`config.mk`:
```
export PLATFORM = sky130hd
export DESIGN_NAME = seg7_scan_controller
export DESIGN_NICKNAME = d
export VERILOG_FILES = /design/src/rtl/seg7_scan_controller.sv
export SDC_FILE = /design/constraint.sdc
export NUM_CORES = 1
export LEC_CHECK = 0
export CAP_MARGIN = 20
export CORE_MARGIN = 4
export CORE_UTILIZATION = 45
export DETAILED_ROUTE_END_ITERATION = 8
export PLACE_DENSITY = 0.7
export SLEW_MARGIN = 20
export SYNTH_ARGS = -nofsm -noshare
export SYNTH_HDL_FRONTEND = slang
export SYNTH_SLANG_ARGS = --single-unit
```
`constraint.sdc`:
```
create_clock -name clk -period 3.2 [get_ports clk]
set_clock_uncertainty 0.05 [all_clocks]
set_input_delay 0.48 -clock clk [delete_from_list [all_inputs] [get_ports clk]]
set_output_delay 0.48 -clock clk [all_outputs]
set_load 0.01 [all_outputs]
```
`src/rtl/seg7_scan_controller.sv`:
```
// Multiplexed 7-segment scan controller: paged hex view of several 32-bit sources
// with frame-consistent snapshots, leading-zero blanking and a debounced page button.

module seg7_digit_lane #(
  parameter int IDX = 0
) (
  input  logic [3:0] nib,
  input  logic       above_nz,
  input  logic       blank_lz,
  output logic [6:0] glyph
);
  localparam bit CAN_BLANK = (IDX != 0);

  logic [6:0] hex;

  always_comb begin
    hex = 7'b1111111;
    case (nib)
      4'h0: hex = 7'b1000000;
      4'h1: hex = 7'b1111001;
      4'h2: hex = 7'b0100100;
      4'h3: hex = 7'b0110000;
      4'h4: hex = 7'b0011001;
      4'h5: hex = 7'b0010010;
      4'h6: hex = 7'b0000010;
      4'h7: hex = 7'b1111000;
      4'h8: hex = 7'b0000000;
      4'h9: hex = 7'b0010000;
      4'hA: hex = 7'b0001000;
      4'hB: hex = 7'b0000011;
      4'hC: hex = 7'b1000110;
      4'hD: hex = 7'b0100001;
      4'hE: hex = 7'b0000110;
      4'hF: hex = 7'b0001110;
      default: hex = 7'b1111111;
    endcase
    // a digit is a leading zero when neither it nor anything above it is nonzero
    glyph = (CAN_BLANK && blank_lz && !above_nz && (nib == 4'h0)) ? 7'b1111111 : hex;
  end
endmodule

module seg7_scan_controller #(
  parameter  int NUM_DIGITS      = 4,
  parameter  int NUM_SOURCES     = 2,
  parameter  int CLK_DIV         = 50000,
  parameter  int BLANK_CYCLES    = 1000,
  parameter  int DEBOUNCE_CYCLES = 1000000,
  localparam int WPS             = 8 / NUM_DIGITS,
  localparam int NUM_PAGES       = NUM_SOURCES * WPS,
  localparam int PAGE_W          = (NUM_PAGES > 1) ? $clog2(NUM_PAGES) : 1
) (
  input  logic                    clk,
  input  logic                    reset,
  input  logic [NUM_SOURCES*32-1:0] src_data,
  input  logic                    page_next,
  input  logic                    blank_lz,
  output logic [6:0]              seg,
  output logic                    dp,
  output logic [NUM_DIGITS-1:0]   an,
  output logic [PAGE_W-1:0]       page
);
  localparam int CNT_W    = $clog2(CLK_DIV);
  localparam int DIG_W    = (NUM_DIGITS > 1) ? $clog2(NUM_DIGITS) : 1;
  localparam int SRC_W    = (NUM_SOURCES > 1) ? $clog2(NUM_SOURCES) : 1;
  localparam int WIN_W    = (WPS > 1) ? $clog2(WPS) : 1;
  localparam int DB_W     = (DEBOUNCE_CYCLES > 1) ? $clog2(DEBOUNCE_CYCLES) : 1;
  localparam int DEB_LAST = (DEBOUNCE_CYCLES > 0) ? DEBOUNCE_CYCLES - 1 : 0;
  localparam int WIN_BITS = NUM_DIGITS * 4;

  logic [CNT_W-1:0]           cnt_q, cnt_d;
  logic [DIG_W-1:0]           dig_q, dig_d;
  logic [NUM_DIGITS-1:0][3:0] snap_q, snap_d;
  logic                       snap_wnz_q, snap_wnz_d;
  logic [1:0]                 sync_q, sync_d;
  logic                       db_q, db_d;
  logic [DB_W-1:0]            dbc_q, dbc_d;
  logic [PAGE_W-1:0]          page_q, page_d;

  logic [SRC_W-1:0]           sel_src;
  logic [WIN_W-1:0]           sel_win;
  logic [31:0]                sel_word;
  logic [WIN_BITS-1:0]        sel_nibs;
  logic                       slot_wrap, capture, active;
  logic [NUM_DIGITS-1:0]      above_nz;
  logic [NUM_DIGITS-1:0][6:0] glyphs;

  // page -> (source, window); WPS is a power of two so this is pure bit slicing
  always_comb begin
    sel_src  = SRC_W'(32'(page_q) / WPS);
    sel_win  = WIN_W'(32'(page_q) % WPS);
    sel_word = src_data[32*sel_src +: 32];
    sel_nibs = WIN_BITS'(sel_word >> (sel_win * WIN_BITS));
  end

  always_comb begin
    above_nz = '0;
    for (int d = NUM_DIGITS - 2; d >= 0; d--)
      above_nz[d] = above_nz[d+1] | (snap_q[d+1] != 4'h0);
  end

  genvar gi;
  for (gi = 0; gi < NUM_DIGITS; gi++) begin : g_lane
    seg7_digit_lane #(.IDX(gi)) u_lane (
      .nib      (snap_q[gi]),
      .above_nz (above_nz[gi]),
      .blank_lz (blank_lz),
      .glyph    (glyphs[gi])
    );
  end

  always_comb begin
    slot_wrap = (cnt_q == CNT_W'(CLK_DIV - 1));
    capture   = (cnt_q == '0) && (dig_q == '0);
    active    = (cnt_q >= CNT_W'(BLANK_CYCLES));

    cnt_d = slot_wrap ? '0 : cnt_q + 1'b1;
    dig_d = dig_q;
    if (slot_wrap)
      dig_d = (dig_q == DIG_W'(NUM_DIGITS - 1)) ? '0 : dig_q + 1'b1;

    // the whole frame is drawn from one capture so a source update never tears
    snap_d     = snap_q;
    snap_wnz_d = snap_wnz_q;
    if (capture) begin
      snap_d     = sel_nibs;
      snap_wnz_d = (sel_win != '0);
    end

    sync_d = {sync_q[0], page_next};
    db_d   = db_q;
    dbc_d  = '0;
    if (sync_q[1] != db_q) begin
      if (dbc_q == DB_W'(DEB_LAST)) db_d = sync_q[1];
      else                          dbc_d = dbc_q + 1'b1;
    end

    page_d = page_q;
    if (db_d && !db_q)
      page_d = (page_q == PAGE_W'(NUM_PAGES - 1)) ? '0 : page_q + 1'b1;
  end

  always_ff @(posedge clk or negedge reset) begin
    if (!reset) begin
      cnt_q      <= '0;
      dig_q      <= '0;
      snap_q     <= '0;
      snap_wnz_q <= 1'b0;
      sync_q     <= '0;
      db_q       <= 1'b0;
      dbc_q      <= '0;
      page_q     <= '0;
    end else begin
      cnt_q      <= cnt_d;
      dig_q      <= dig_d;
      snap_q     <= snap_d;
      snap_wnz_q <= snap_wnz_d;
      sync_q     <= sync_d;
      db_q       <= db_d;
      dbc_q      <= dbc_d;
      page_q     <= page_d;
    end
  end

  // reset gates the drivers directly so the display goes dark without a clock
  always_comb begin
    an  = '1;
    seg = 7'b1111111;
    dp  = 1'b1;
    if (reset && active) begin
      an  = ~(NUM_DIGITS'(1) << dig_q);
      seg = glyphs[dig_q];
      dp  = ~(snap_wnz_q && (dig_q == DIG_W'(NUM_DIGITS - 1)));
    end
  end

  assign page = page_q;
endmodule

```
==> impl_metrics.csv, run 1 <==
group,metric,value,unit
status,status,"complete, no violations",
synthesis,synth-seq-cells,60,
synthesis,synth_fp_nets,551,
worst_setup_path,startpoint_type,"register",
final_layout,multi_input_area,2830,um^2
floorplanning,rows,36,
job,drv_cap,0,
floorplanning,start_util,46.1,%
global_routing,grt_max_degree,61,
power,intPower,0.00123,W
sta,tightestPinTransition,0.818,ns
placement,gp_congestion,0.911,
synthesis,syn_area_per_cell,10.0,um^2
final_layout,layout.area.seq,1500,um^2
clock_tree,cts.sinks,60,
power,p_comb_share,16.0,%
placement,io_buffers,81,
sta,finalCritPeriodShare,96.9,%
clock_tree,clk_pin_slew,0.08,ns
final_layout,fin_cells,669,
worst_setup_path,crit_slowest_cell,"or4_4",
synthesis,yosysWarnings,0,
floorplanning,core_area,9770,um^2
worst_setup_path,critPathTopFamily,"simple AND/OR/NAND/NOR gates",
synthesis,syn_inst,449,
sta,slew_violations,0,
final_layout,syn_to_final_growth,26.4,%
routing,first_pass_iters,4,
worst_setup_path,end_kind,"output port",
sta,hold_violations,0,
routing,vias,3744,
floorplanning,die-width,108,um
final_layout,final_util,58.3,%
global_routing,grtUsageTotal,20.0,%
clock_tree,cts_buffers,9,
sta,hold_ws,0.285,ns
power,p_clk_share,36.1,%
clock_tree,htree_num_levels,3,
synthesis,synth_ff_type,"dfrtp_1",
clock_tree,cts_hold_buf,0,
sta,tns,0,ns
final_layout,nets,633,
sta,setup_viol,0,
routing,route.detailed.drc,0,
power,total_power,0.00166,W
synthesis,synth_edf_count,0,
sta,rsz0062_at_grt,"false",
routing,wire_per_inst,16.9,um
worst_setup_path,required,2.67,ns
power,seqPwrFrac,47.9,%
global_routing,grt_pass1_wl,18500,um
routing,drtIter0Drc,179,
synthesis,ys_types,60,
placement,dp_hpwl,8620,um
global_routing,antenna_found_initial,0,
final_layout,drive_above_1_share,18.1,%
worst_setup_path,path_cells,"or4_4 -> or3_4 -> o21a_4 -> nand2_1 -> clkdlybuf4s50_1",
sta,relSlewSlack,45.4,%
sta,period_needed,3.10,ns
power,p_switching,0.000438,W
final_layout,layout_commonest_cell,"clkdlybuf4s50_1",
final_layout,layout_common_cells,"71 x clkdlybuf4s50_1, 59 x dfrtp_1, 34 x nor2_1, 34 x ha_1",
worst_setup_path,crit_fanout,12,
synthesis,netlist_area,4510,um^2
floorplanning,dieArea,11700,um^2
worst_setup_path,worst-setup-path-type,"reg2out",
routing,ant_nets,0,
synthesis,async_reset_ff_share,100,%
final_layout,filler_cell_count,884,
worst_hold_path,worstHoldPathType,"in2async",
power,power_leakage,2.35,nW
power,ir_drop,0.000266,V
clock_tree,cts_tree,"yes",
synthesis,yosysSeqAreaShare,33.3,%
routing,vias_per_cell,5.60,
final_layout,antennaDiodeCount,0,
clock_tree,cts_root_buf,"clkbuf_8",
clock_tree,max-clock-path-buffers,2,
routing,drt-total-wl,11300,um
power,p_per_area,292,nW/um^2
clock_tree,insertion_delay,0.33,ns
power,sw_frac_of_total,26.3,%
placement,dp_cells,652,
floorplanning,dieHeight,108,um
global_routing,grt_pass1_vias,3716,
worst_setup_path,critPathMaxStageDelay,0.57,ns
worst_setup_path,cp_data_arrival_time,2.57,ns
global_routing,grt_remaining_overflow,0,
sta,max_freq,0.322,GHz
worst_setup_path,crit_buf_inv,1,
floorplanning,ioPinCount,82,
==> logic make-up after synthesis <==
family	count (synthesis)	synth area share [%]
adders and majority gates	34	9.43
DFF	60	33.3
xor gates and xnor gates	24	4.66
buffers and inverters	51	4.72
muxes	51	16.7
and+or+nand+nor	146	18.0
AOI/OAI and AO/OA	83	13.1
==> what timing repair did <==
action | CTS | global route
endpoints found under the setup margin | 12 | 4
pin swaps | 1 | 0
gates resized for setup | 11 | 6
setup buffers | 1 | 0
==> final timing paths <==
| kind | startpoint | to | slack (ns) | depth (start not counted) |
|---|---|---|---|---|
| worst max-delay path | cnt_q[12] | an[1] | 0.1 | 5 |
| worst max register to register | cnt_q[12] | snap_q[5] | 0.83 | 5 |
| min in group clk | sync_q[0] | sync_q[1] | 0.30 | 0 |
| max in group asynchronous | reset | snap_q[9] | 2.25 | 2 |
| worst min-delay path | reset | cnt_q[11] | 0.28 | 2 |
| worst min register to register | sync_q[0] | sync_q[1] | 0.30 | 0 |
==> state kept, by name (all words and copies together) (netlist names) <==
signal / count
cnt_q: 16
db_q: 1
dbc_q: 20
dig_q: 2
page: 2
snap_q: 16
snap_wnz_q: 1
sync_q: 2
==> cell type report <==
cell class              count  share of cell area, %
well taps                 133                   2.92
repair buffers             99                   16.6
clock buffers              11                   2.48
inverters                  23                   1.51
multi-input cells         338                   49.7
flip-flops and latches     60                   26.4
clock inverters             5                  0.483
==> layer usage <==
layer / share of wire (%) / up-vias / track usage, %
met3: 5.1 / 10 / 4.00
li1: - / 1819 / -
met5: 0 / - / 0
met4: 0.75 / 0 / 5.50
met2: 49 / 85 / 32.6
met1: 45 / 1830 / 27.2
==> power groups by stage <==
stage	sequential (W)	clock (W)	combinational (W)
2_1_floorplan	0.000799	0	0.000133
3_3_place_gp	0.000809	0	0.000256
3_5_place_dp	0.000811	0	0.000264
4_1_cts	0.000797	0.000611	0.000267
5_1_grt	0.000801	0.000646	0.000290
6_report	0.000797	0.000600	0.000267
==> metrics by stage <==
stage                     setup WS (ns)  area (um^2)
after floorplan                   0.707         4510
after global placement           -0.106         5480
after detailed placement         -0.207         5480
after CTS                        0.0142         5680
after global routing            0.00992         5700
final                            0.0978         5700
==> synth_stat cells (6+ instances only) <==
cell type	number	area share [%]
xnor2_1	8	1.6
a211oi_1	6	1.0
inv_1	22	1.8
o31ai_1	10	1.7
mux4_2	17	8.5
mux2_2	25	6.2
nor2_1	34	2.8
and3_1	6	0.83
clkbuf_1	20	1.7
nand3_1	13	1.4
or3_1	8	1.1
nand2_1	26	2.2
xor2_1	16	3.1
o211ai_1	8	1.3
a21oi_1	19	2.1
mux2i_1	9	2.0
o21ai_0	13	1.4
dfrtp_1	60	33
ha_1	34	9.4
nand4_1	12	1.7
Note: power is estimated with default switching activity, not from simulation.
==> inputs of run 2 (changes only) <==
Settings changed: CORE_UTILIZATION 45 to 35, PLACE_DENSITY 0.7 to 0.57, TNS_END_PERCENT from default to 1.
==> impl_metrics.csv, run 2 (same netlist as run 1, synthesis figures left out) <==
group,metric,value,unit
status,status,"complete, no violations",
clock_tree,cts_tree,"yes",
global_routing,grt_pass1_wl,19300,um
floorplanning,rows,41,
worst_setup_path,cp_data_arrival_time,2.58,ns
final_layout,top_regs,"dbc_q: 20 flops, cnt_q: 16 flops, snap_q: 16 flops",
clock_tree,clk_pin_slew,0.06,ns
sta,hold_ws,0.293,ns
clock_tree,htree_num_levels,3,
worst_setup_path,startpoint_type,"register",
worst_setup_path,end_kind,"output port",
sta,slew_violations,0,
floorplanning,die-width,122,um
worst_setup_path,crit_slowest_cell,"or4_4",
sta,hold_violations,0,
routing,vias_per_cell,5.31,
routing,vias,3762,
placement,dp_hpwl,8770,um
floorplanning,ioPinCount,82,
floorplanning,start_util,35.7,%
floorplanning,dieArea,14800,um^2
final_layout,layout_common_cells,"73 x clkdlybuf4s50_1, 59 x dfrtp_1, 34 x nor2_1, 34 x ha_1, 26 x nand2_1",
clock_tree,insertion_delay,0.33,ns
global_routing,grt_pass1_vias,3732,
clock_tree,cts_buffers,9,
routing,drtIter0Drc,281,
final_layout,nets,634,
sta,period_needed,3.11,ns
floorplanning,core_area,12600,um^2
power,total_power,0.00204,W
sta,setup_viol,0,
final_layout,syn_to_final_growth,30.2,%
worst_setup_path,path_cells,"or4_4 -> or3_4 -> o21a_4 -> nand3_1 -> clkdlybuf4s50_1",
final_layout,antennaDiodeCount,0,
clock_tree,max-clock-path-buffers,2,
sta,tightestPinTransition,0.781,ns
clock_tree,cts_hold_buf,0,
final_layout,drive_above_1_share,17.9,%
routing,route.detailed.drc,0,
power,power_leakage,2.41,nW
final_layout,largest_register,"dbc_q",
worst_setup_path,required,2.67,ns
global_routing,grt_max_degree,61,
sta,max_freq,0.322,GHz
sta,relSlewSlack,47.9,%
sta,rsz0062_at_grt,"false",
final_layout,largest_reg_flops,20,
placement,io_buffers,81,
routing,ant_nets,0,
clock_tree,cts.sinks,60,
placement,gp_congestion,0.848,
global_routing,grtUsageTotal,16.4,%
worst_setup_path,critPathTopFamily,"simple AND/OR/NAND/NOR gates",
worst_setup_path,crit_buf_inv,1,
job,drv_cap,0,
global_routing,antenna_found_initial,0,
power,p_per_area,348,nW/um^2
power,ir_drop,0.000237,V
clock_tree,cts_root_buf,"clkbuf_16",
routing,wire_per_inst,16.3,um
worst_setup_path,crit_fanout,12,
routing,drt-total-wl,11600,um
worst_setup_path,critPathMaxStageDelay,0.56,ns
global_routing,grt_remaining_overflow,0,
floorplanning,dieHeight,122,um
sta,finalCritPeriodShare,97.1,%
final_layout,final_util,46.5,%
worst_setup_path,worst-setup-path-type,"reg2out",
worst_hold_path,worstHoldPathType,"in2async",
final_layout,layout_commonest_cell,"clkdlybuf4s50_1",
routing,first_pass_iters,4,
==> run 2: report_power, final <==
part           leakage (nW)  internal [W]  switching, W  total (W)
registers             0.779      0.000774     0.0000233   0.000797
clock network         0.147      0.000608      0.000373   0.000981
logic                  1.49      0.000156      0.000109   0.000265
total                  2.41       0.00154      0.000506    0.00204
==> run 2: cell type report <==
cell class / count / area (um^2)
Fill cell: 1209 / 6750
Sequential cell: 60 / 1500
Inverter: 23 / 86.3
Tap cell: 172 / 215
Clock inverter: 7 / 76.3
Clock buffer: 9 / 225
Multi-Input combinational cell: 338 / 2820
Timing Repair Buffer: 100 / 947
==> run 2: worst paths after layout <==
path / slack (ns) / endpoint / depth (start not counted) / start
min in group clk: 0.31 / sync_q[1] / 0 / sync_q[0]
max in group asynchronous: 2.22 / snap_q[8] / 2 / reset
hold / removal: 0.29 / cnt_q[4] / 2 / reset
setup / recovery: 0.09 / dp / 5 / cnt_q[13]
setup reg to reg: 0.84 / page[0] / 4 / dbc_q[6]
hold reg to reg: 0.31 / sync_q[1] / 0 / sync_q[0]
==> run 2: metrics by stage <==
step           setup WS, ns  cells  setup TNS (ns)  cell area (um^2)
2_1_floorplan         0.707    449               0              4510
3_3_place_gp         -0.142    691          -0.462              5530
3_5_place_dp         -0.268    691           -1.38              5530
4_1_cts             0.00459    708               0              5860
5_1_grt              0.0125    709               0              5870
6_report             0.0913    709               0              5870
==> run 2: routing by layer <==
| metal | vias to the layer above | share of wire [%] | global-route usage (%) | routed length (um) |
|---|---|---|---|---|
| li1 | 1828 | - | - | - |
| met1 | 1849 | 46 | 22.9 | 5340 |
| met2 | 72 | 49 | 26.4 | 5630 |
| met3 | 13 | 3.7 | 2.56 | 424 |
| met4 | 0 | 1.7 | 4.97 | 193 |
| met5 | - | 0 | 0 | 0 |
==> run 2: repair_timing <==
action,CTS,global route
setup buffers,1,1
gates resized for setup,10,2
pin swaps,1,0
endpoints found under the setup margin,12,2
